### config.mk
export PLATFORM = sky130hd
export DESIGN_NAME = mips_mc_core
export DESIGN_NICKNAME = d
export VERILOG_FILES = /design/src/rtl/mips_mc_pkg.sv /design/src/rtl/mips_mc_regfile.sv /design/src/rtl/mips_mc_core.sv
export SDC_FILE = /design/constraint.sdc
export NUM_CORES = 2
export LEC_CHECK = 0
export CAP_MARGIN = 15
export CORE_ASPECT_RATIO = 0.75
export CORE_MARGIN = 5
export CORE_UTILIZATION = 45
export CTS_BUF_LIST = sky130_fd_sc_hd__clkbuf_4 sky130_fd_sc_hd__clkbuf_8 sky130_fd_sc_hd__clkbuf_16
export CTS_CLUSTER_DIAMETER = 50
export DETAILED_ROUTE_END_ITERATION = 8
export SLEW_MARGIN = 20
export SYNTH_ARGS = -nofsm -noshare
export SYNTH_HDL_FRONTEND = slang
export SYNTH_HIERARCHICAL = 1
export SYNTH_SLANG_ARGS = --single-unit
### constraint.sdc
create_clock -name clk -period 6.5 [get_ports clk]
set_input_delay 0.65 -clock clk [delete_from_list [all_inputs] [get_ports clk]]
set_output_delay 0.65 -clock clk [all_outputs]
set_load 0.05 [all_outputs]
### src/rtl/mips_mc_pkg.sv
// Shared definitions for the multi-cycle MIPS-subset core: FSM states,
// instruction field encodings, ALU-control codes and small decode helpers.
package mips_mc_pkg;

    typedef enum logic [3:0] {
        S_FETCH,
        S_DECODE,
        S_MEMADR,
        S_MEMRD,
        S_MEMWR,
        S_MEMWB,
        S_EXEC,
        S_ALUWB,
        S_ADDIEX,
        S_ADDIWB,
        S_BRANCH,
        S_JUMP,
        S_TRAP
    } state_t;

    localparam logic [5:0] OP_RTYPE = 6'h00;
    localparam logic [5:0] OP_LW    = 6'h23;
    localparam logic [5:0] OP_SW    = 6'h2B;
    localparam logic [5:0] OP_BEQ   = 6'h04;
    localparam logic [5:0] OP_ADDI  = 6'h08;
    localparam logic [5:0] OP_J     = 6'h02;

    localparam logic [5:0] FN_ADD = 6'h20;
    localparam logic [5:0] FN_SUB = 6'h22;
    localparam logic [5:0] FN_AND = 6'h24;
    localparam logic [5:0] FN_OR  = 6'h25;
    localparam logic [5:0] FN_SLT = 6'h2A;

    // Same 3-bit codes as the single-cycle control unit.
    localparam logic [2:0] ALU_AND = 3'b000;
    localparam logic [2:0] ALU_OR  = 3'b001;
    localparam logic [2:0] ALU_ADD = 3'b010;
    localparam logic [2:0] ALU_SUB = 3'b110;
    localparam logic [2:0] ALU_SLT = 3'b111;

    function automatic logic [2:0] funct_to_alu(input logic [5:0] funct);
        logic [2:0] ctrl;
        case (funct)
            FN_SUB:  ctrl = ALU_SUB;
            FN_AND:  ctrl = ALU_AND;
            FN_OR:   ctrl = ALU_OR;
            FN_SLT:  ctrl = ALU_SLT;
            default: ctrl = ALU_ADD;
        endcase
        return ctrl;
    endfunction

    function automatic logic is_legal(input logic [5:0] opcode, input logic [5:0] funct);
        logic ok;
        case (opcode)
            OP_RTYPE: ok = (funct == FN_ADD) || (funct == FN_SUB) || (funct == FN_AND) ||
                           (funct == FN_OR)  || (funct == FN_SLT);
            OP_LW, OP_SW, OP_BEQ, OP_ADDI, OP_J: ok = 1'b1;
            default:  ok = 1'b0;
        endcase
        return ok;
    endfunction

    function automatic logic [31:0] alu_eval(input logic [2:0] ctrl, input logic [31:0] a,
                                             input logic [31:0] b);
        logic [31:0] y;
        case (ctrl)
            ALU_AND: y = a & b;
            ALU_OR:  y = a | b;
            ALU_SUB: y = a - b;
            ALU_SLT: y = {31'd0, $signed(a) < $signed(b)};
            default: y = a + b;
        endcase
        return y;
    endfunction

endpackage

### src/rtl/mips_mc_regfile.sv
// 32x32 register file: two asynchronous read ports, one synchronous write
// port, $0 hardwired to zero.
module mips_regfile (
    input  logic        clk,
    input  logic        rst_n,
    input  logic [4:0]  ra1,
    input  logic [4:0]  ra2,
    output logic [31:0] rd1,
    output logic [31:0] rd2,
    input  logic        we,
    input  logic [4:0]  wa,
    input  logic [31:0] wd
);

    logic [31:0] regs [32];

    // NOTE: the array is reset explicitly because every register must read zero after reset;
    // this keeps it in flops rather than a RAM macro, which is acceptable at 32 entries.
    always_ff @(posedge clk or negedge rst_n) begin
        if (!rst_n) begin
            for (int i = 0; i < 32; i++) begin
                regs[i] <= '0;
            end
        end else if (we && (wa != 5'd0)) begin
            regs[wa] <= wd;
        end
    end

    assign rd1 = (ra1 == 5'd0) ? 32'd0 : regs[ra1];
    assign rd2 = (ra2 == 5'd0) ? 32'd0 : regs[ra2];

endmodule

### src/rtl/mips_mc_core.sv
// Multi-cycle MIPS-subset core: one shared ALU and register file, unified
// memory port with req/ready handshake that tolerates wait states.
module mips_mc_core
    import mips_mc_pkg::*;
#(
    parameter logic [31:0] RESET_PC        = 32'h0000_0000,
    parameter bit          TRAP_ON_ILLEGAL = 1'b1
) (
    input  logic        clk,
    input  logic        rst_n,
    output logic        mem_req,
    output logic        mem_we,
    output logic [31:0] mem_addr,
    output logic [31:0] mem_wdata,
    input  logic [31:0] mem_rdata,
    input  logic        mem_ready,
    output logic [31:0] pc_out,
    output logic [31:0] alu_result,
    output logic        trap
);

    state_t      state, next_state;
    logic [31:0] pc, ir, a_q, b_q, alu_out, mdr;
    logic [31:0] rd1, rd2, imm_sext;
    logic [31:0] alu_a, alu_b, alu_y;
    logic [2:0]  alu_ctrl;
    logic        rf_we;
    logic [4:0]  rf_wa;
    logic [31:0] rf_wd;

    logic [5:0] opcode, funct;
    logic [4:0] rs, rt, rd;

    assign opcode   = ir[31:26];
    assign rs       = ir[25:21];
    assign rt       = ir[20:16];
    assign rd       = ir[15:11];
    assign funct    = ir[5:0];
    assign imm_sext = {{16{ir[15]}}, ir[15:0]};

    mips_regfile u_rf (
        .clk   (clk),
        .rst_n (rst_n),
        .ra1   (rs),
        .ra2   (rt),
        .rd1   (rd1),
        .rd2   (rd2),
        .we    (rf_we),
        .wa    (rf_wa),
        .wd    (rf_wd)
    );

    // NOTE: state and datapath registers use non-blocking assignments so every flop samples
    // pre-edge values regardless of process ordering.
    always_ff @(posedge clk or negedge rst_n) begin
        if (!rst_n) begin
            state <= S_FETCH;
        end else begin
            state <= next_state;
        end
    end

    // NOTE: every output of this block gets a default first, so no path leaves a latch behind.
    always_comb begin
        next_state = state;
        alu_a      = pc;
        alu_b      = 32'd4;
        alu_ctrl   = ALU_ADD;
        rf_we      = 1'b0;
        rf_wa      = rt;
        rf_wd      = alu_out;
        case (state)
            S_FETCH: begin
                if (mem_ready) next_state = S_DECODE;
            end
            S_DECODE: begin
                alu_b = {imm_sext[29:0], 2'b00};
                if (!is_legal(opcode, funct)) begin
                    next_state = TRAP_ON_ILLEGAL ? S_TRAP : S_FETCH;
                end else begin
                    case (opcode)
                        OP_LW, OP_SW: next_state = S_MEMADR;
                        OP_RTYPE:     next_state = S_EXEC;
                        OP_BEQ:       next_state = S_BRANCH;
                        OP_ADDI:      next_state = S_ADDIEX;
                        OP_J:         next_state = S_JUMP;
                        default:      next_state = S_FETCH;
                    endcase
                end
            end
            S_MEMADR: begin
                alu_a      = a_q;
                alu_b      = imm_sext;
                next_state = (opcode == OP_LW) ? S_MEMRD : S_MEMWR;
            end
            S_MEMRD: begin
                if (mem_ready) next_state = S_MEMWB;
            end
            S_MEMWR: begin
                if (mem_ready) next_state = S_FETCH;
            end
            S_MEMWB: begin
                rf_we      = 1'b1;
                rf_wd      = mdr;
                next_state = S_FETCH;
            end
            S_EXEC: begin
                alu_a      = a_q;
                alu_b      = b_q;
                alu_ctrl   = funct_to_alu(funct);
                next_state = S_ALUWB;
            end
            S_ALUWB: begin
                rf_we      = 1'b1;
                rf_wa      = rd;
                next_state = S_FETCH;
            end
            S_ADDIEX: begin
                alu_a      = a_q;
                alu_b      = imm_sext;
                next_state = S_ADDIWB;
            end
            S_ADDIWB: begin
                rf_we      = 1'b1;
                next_state = S_FETCH;
            end
            S_BRANCH, S_JUMP: next_state = S_FETCH;
            default: next_state = state;
        endcase
    end

    assign alu_y = alu_eval(alu_ctrl, alu_a, alu_b);

    always_ff @(posedge clk or negedge rst_n) begin
        if (!rst_n) begin
            pc      <= RESET_PC;
            ir      <= '0;
            a_q     <= '0;
            b_q     <= '0;
            alu_out <= '0;
            mdr     <= '0;
        end else begin
            case (state)
                S_FETCH: begin
                    if (mem_ready) begin
                        ir <= mem_rdata;
                        pc <= alu_y;
                    end
                end
                S_DECODE: begin
                    a_q     <= rd1;
                    b_q     <= rd2;
                    alu_out <= alu_y;
                end
                S_MEMADR, S_EXEC, S_ADDIEX: alu_out <= alu_y;
                S_MEMRD: begin
                    if (mem_ready) mdr <= mem_rdata;
                end
                S_BRANCH: begin
                    if (a_q == b_q) pc <= alu_out;
                end
                S_JUMP: pc <= {pc[31:28], ir[25:0], 2'b00};
                default: ;
            endcase
        end
    end

    // Gating with rst_n drops an in-flight request the moment reset asserts.
    assign mem_req    = rst_n && (state inside {S_FETCH, S_MEMRD, S_MEMWR});
    assign mem_we     = (state == S_MEMWR);
    assign mem_addr   = (state == S_FETCH) ? {pc[31:2], 2'b00} : {alu_out[31:2], 2'b00};
    assign mem_wdata  = b_q;
    assign pc_out     = pc;
    assign alu_result = alu_out;
    assign trap       = (state == S_TRAP);

endmodule
# --- Word-level counts from Yosys, hierarchy flattened ---
# Cells that the tools add are included.
# Widths: inputs -> output; s select.
word_totals:
  register_bits: 1220
  latchBits: 0
  ram_bits: 0
  romBits: 0
  inputBits: 35
  output_inout_bits: 131
  elab_cells: 144
  mem_count: 0
classes:
  addsub: 2
  multipliers: 0
  div_mod_pow: 0
  order_cmp: 5
  n_eq_ne: 30
  shifts: 0
  mux: 32
  bitwise: 6
  reduce_logical: 29
ops:
  columns: ["cell", "n"]
  rows:
  - ["$bwmux 1024", 1]
  - ["$mux 32", 12]
  - ["$bmux 32 s5", 2]
  - ["$pmux 32 s3", 2]
  - ["$demux 32 s5", 1]
  - ["$pmux 32 s4", 1]
  - ["$eq 6x6->1 const B", 7]
  - ["$add 32x32->32", 1]
  - ["$and 32x32->32", 1]
  - ["$eq 32x32->1", 1]
  - ["$lt 32x32->1", 1]
  - ["$or 32x32->32", 1]
  - ["$pmux 4 s8", 1]
  - ["$sub 32x32->32", 1]
  - ["$eq 4x4->1 const B", 5]
  - ["$pmux 4 s5", 1]
  - ["$ge 6x6->1 const B", 3]
  - ["$not 5->6", 3]
  - ["$eq 4x3->1 const B", 4]
  - ["$mux 4", 4]
  - ["$pmux 3 s4", 1]
  - ["$logic_not 5->1", 2]
  - ["$reduce_or 5->1", 2]
  - ["$eq 4x2->1 const B", 2]
  - ["29 further kinds", 44]

# --- Logic depth before layout (Yosys ltp) ---
depth:
  depth_word: 9
  depth_mapped: 20
  depth_no_buf: 18

# --- Modules after synthesis ---
# The synthesis kept the hierarchy.
modules_own_cells:
  columns: ["mod", "instances", "cells_each", "area_each_um2", "seq_area_each_um2"]
  rows:
  - ["mips_regfile", 1, 3487, 53978.0, 25624.6]
  - ["mips_mc_core", 1, 1660, 14996.9, 4904.7]

# --- Worst setup path before layout ---
# No wires, ideal clock.
synth_path:
  path_type: "register -> register"
  startpoint: "register state[0]"
  endpoint: "register pc[18], in the netlist pc_out[18]"
  setup_time_ns: 0.136
  t_arrival_ns: 4.537
  required_ns: 6.364
  setup_slack_ns: 1.827
  stages_incl_launch_ff: 17
  n_path_buf: 2
  synth_period_minus_slack_ns: 4.673
  path_cell_list: "dfrtp_1 > clkbuf_1 > nor3_1 > nor2_1 > clkbuf_1 > mux2_2 > ha_1 > fa_1 > a21oi_1 > nor4_1 > o311a_1 > nor3b_1 > o221ai_1 > nand2_1 > o21ai_0 > a221oi_1 > o21ai_0"
synth_between:
  elab_chain_cells: 7
  word_cells_on_any_way: 27
  cone_classes: "add/sub: 2; eq/ne: 11; mux: 6; bitwise: 2; reduce/logical: 6"
synth_rtl:
  columns: ["element", "line", "rtl"]
  rows:
  - ["start: declaration", "mips_mc_core.sv:22", "state_t state, next_state;"]
  - ["start signal: assignment", "mips_mc_core.sv:59", "state <= next_state;"]
  - ["$eq 4x4->1 (tied with other cells)", "mips_mc_core.sv:72", "case (state)"]
  - ["$reduce_or 2->1 (no source line) / $reduce_or 3->1 (equally long branches)", null, null]
  - ["$pmux 32 s3 / $mux 32 (equally long branches)", "mips_mc_core.sv:72", null]
  - ["$add 32x32->32 (tied with other cells)", "mips_mc_pkg.sv:72", "default: y = a + b;"]
  - ["$pmux 32 s4", "mips_mc_pkg.sv:67", "case (ctrl)"]
  - ["$mux 32", "mips_mc_core.sv:145", "if (mem_ready) begin"]
  - ["$pmux 32 s3", "mips_mc_core.sv:143", "case (state)"]
  - ["end signal: assignment", "mips_mc_core.sv:147", "pc <= alu_y;"]
  - ["end signal: assignment", "mips_mc_core.sv:160", "if (a_q == b_q) pc <= alu_out;"]
  - ["end signal: assignment", "mips_mc_core.sv:162", "S_JUMP: pc <= {pc[31:28], ir[25:0], 2'b00};"]
  - ["end: declaration", "mips_mc_core.sv:23", "logic [31:0] pc, ir, a_q, b_q, alu_out, mdr;"]
# Parallel ways exist; a longest one is shown, timed or not. The select of a mux whose other input is x is not followed.
# A chain may end at the register's enable or synchronous reset.

# --- Final worst setup path ---
layout_path:
  startpoint: "register state[1]"
  endpoint: "register pc[0], in the netlist pc_out[0]"
layout_between:
  elab_chain_cells: 7
  word_cells_on_any_way: 28
  cone_classes: "add/sub: 2; order compare: 1; eq/ne: 11; mux: 6; bitwise: 2; reduce/logical: 6"
layout_rtl:
  columns: ["element", "line"]
  rows:
  - ["$eq 4x4->1 (tied with other cells)", "mips_mc_core.sv:72"]
  - ["$reduce_or 2->1 (no source line) / $reduce_or 3->1 (equally long branches)", null]
  - ["$pmux 32 s3 / $mux 32 (equally long branches)", "mips_mc_core.sv:72"]
  - ["$add 32x32->32 (tied with other cells)", "mips_mc_pkg.sv:72"]
  - ["$pmux 32 s4", "mips_mc_pkg.sv:67"]
  - ["$mux 32", "mips_mc_core.sv:145"]
  - ["$pmux 32 s3", "mips_mc_core.sv:143"]
# Parallel ways exist; a longest one is shown, timed or not. The select of a mux whose other input is x is not followed.

==> impl_metrics.ini <==
[clocking]
post_cts_buffers = 0
htree_num_levels = 4
cts_max_path_buffers = 3
worst_skew_pair.late_latency_ps = 790
clkTransAtPathRegs_ps = 60
root_buffer = clkbuf_16
clock_sinks = 1220
numCtsBuffers = 133
cts_tree = built

[global_route]
grt_pass1_vias = 47500
grt_usage_pct = 30.2
grt_max_degree = 175
grt-ovfl-total = 0
grt_pass1_wl_um = 354000
grt_antenna_before_repair = 11

[sta]
rsz0062_at_grt = no
fin_worst_skew_ps = 28.4
hold_viol_final = 0
fin_ws_ps = 531
fin_tns_setup_ps = 0
worst_pin_slew_ps = 1250
setup_violations = 0
fin_crit_ps = 5970
drv_slew = 0
fmax_mhz = 168
relSlewSlack_pct = 16.5
whs_ps = 397
period_share_pct = 91.8

[floorplan]
num_io_pins = 166
die-area_sq_um = 161000
die-height_um = 349
dieWidth_um = 462
start_util_pct = 45.3
fp-row-count = 124
core-area_sq_um = 152000

[drt]
route.detailed.drc = 0
vias = 48100
drt_pass1_iterations = 9
routed_wl_um = 246000
via_per_inst = 6.69
initialDrtViolationCount = 5575
ant_nets = 0
wl_per_cell_um = 34.1

[finish]
final_util_pct = 50.6
final_layout_size_suffix_gt1_share_pct = 40.9
nets = 5205
area_growth_pct = 11.8

[placement]
gp_congestion = 0.981
pre_cts_slack_ps = 847
io_buffers = 163
hpwl_um = 160000

[synth]
yosysSeqAreaShare_pct = 44.3
synthArstFlopShare_pct = 100
synth.area.top_cells = dfrtp_1 44%, mux2_2 19%, mux4_2 15%
synth_area_leader_cell = dfrtp_1
synth_common_cells = 1,220 x dfrtp_1, 1,164 x mux2_2, 473 x mux4_2
synth_edf_count = 0
synth_seq_cells = 1220
synth_most_common_cell = dfrtp_1
synth.distinct_cells = 83
netlist_area_sq_um = 69000
synth_ff_type = dfrtp_1
synth_cells = 5147
synth_top_area_share_pct = 44.3
yosys_warnings = 6
avgSynthCellArea_sq_um = 13.4

[setup_path]
crit_start = state[1]
end_kind = flop
r2r-start = state[1]
arrival_ps = 6650
cp_max_fo = 14
crit_type = reg2reg
cp.required_ps = 7180
cp-start-kind = flop

[pwr]
power.leakage_nw = 34.0
powerDensity_nw_per_um2 = 588
vdd_ir_drop_max_v = 0.000362
finalPower_mw = 45.4

[hold_path]
worst_hold_path_type = reg2reg
worstHoldStart = u_rf/regs[1005]

[status]
run_status = finished clean

[flow_run]
drv_cap = 0
path summary, 6_finish.rpt:
kind / to / cells past startpoint / slack (ps)
worst min-delay path: u_rf/regs[1005] / 0 / 400
worst max-delay path: pc_out[0] / 19 / 530
worst min register to register: u_rf/regs[1005] / 0 / 400
worst max register to register: pc_out[0] / 19 / 530
min in group asynchronous: u_rf/regs[252] / 2 / 440
max in group asynchronous: u_rf/regs[328] / 4 / 3800
stage by stage:
| stage | area (sq um) | std cells |
|---|---|---|
| 6_report | 77100 | 7194 |
| 3_5_place_dp | 72500 | 6951 |
| 4_1_cts | 77000 | 7190 |
| 3_3_place_gp | 72400 | 6950 |
| 2_1_floorplan | 69000 | 5148 |
| 5_1_grt | 77100 | 7191 |
placed cells by master (no fill, tap or decap), types with 27 or more instances in the layout:
master              n
clkbuf_16         139
clkdlybuf4s50_1   162
a2111oi_0          58
a211oi_1           30
a221oi_1           38
a21oi_1           145
nor2_1            171
ha_1               96
mux2_2           1164
nand2_1            93
mux2_1             93
nor3_1             79
mux2i_1           159
dfrtp_1          1211
buf_4             124
inv_1              96
a22o_1             52
o22ai_1           114
mux4_2            473
nor2b_1            27
o21ai_0            71
a22oi_1            30
sequential cells by signal, summed over array words and instances (netlist names):
register / flops
pc_out: 32
u_rf/regs: 1024
ir: 32
mdr: 32
alu_result: 32
mem_wdata: 32
a_q: 32
state: 4
worst max-delay path, cell delays in order, from the launching register on:
cell      delay [ps]
dfrtp_1          330
buf_4            210
clkinv_1         330
nand2_1          250
nor3_2            90
or2_2            380
o21ai_0          820
inv_1            160
ha_1             300
o21bai_1         220
a221o_1          470
nor4bb_1         240
nor3_2           420
o221ai_2         250
a211o_1          320
a31o_1           260
a21oi_1          210
buf_4            210
o21ai_0          160
o211ai_1         210
metal layers:
metal	vias to the layer above	part of all wire, %	wire, um	global-route usage (%)
met3	342	9.7	23700	7.73
met5	-	0.0053	13	0
li1	19600	-	-	-
met4	2	2.9	7180	8.68
met1	25900	45	111000	46.3
met2	2352	42	103000	42.2
kinds of logic after synthesis:
family | count (synthesis) | synth area share [%]
other cells | 1 | 0.00544
buf+inv | 623 | 4.00
fa+ha+maj | 98 | 1.80
xor+xnor | 36 | 0.457
simple gates | 570 | 4.00
compound gates | 710 | 7.21
flops | 1220 | 44.3
mux | 1889 | 38.3
report_power, final:
| group | switching [mW] | internal (mW) | total, mW |
|---|---|---|---|
| sequential | 3.06 | 10.4 | 13.4 |
| clock | 3.32 | 4.67 | 7.99 |
| combinational | 13.8 | 10.1 | 23.9 |
layout make-up:
cell class,instances,area [sq um]
fill,13000,75300
inverter,100,375
multi-input combinational,3305,36000
sequential,1220,30600
timing repair buffer,312,3060
clock inverter,51,602
clock buffer,187,3980
tap,2016,2520
antenna,3,7.51
what timing repair did:
item,CTS,global route
setup endpoints to repair,0,0
gates resized for setup,0,0
endpoints found under the hold margin,66,0
hold buffers,1,0
Note: power is estimated with default switching activity, not from simulation.
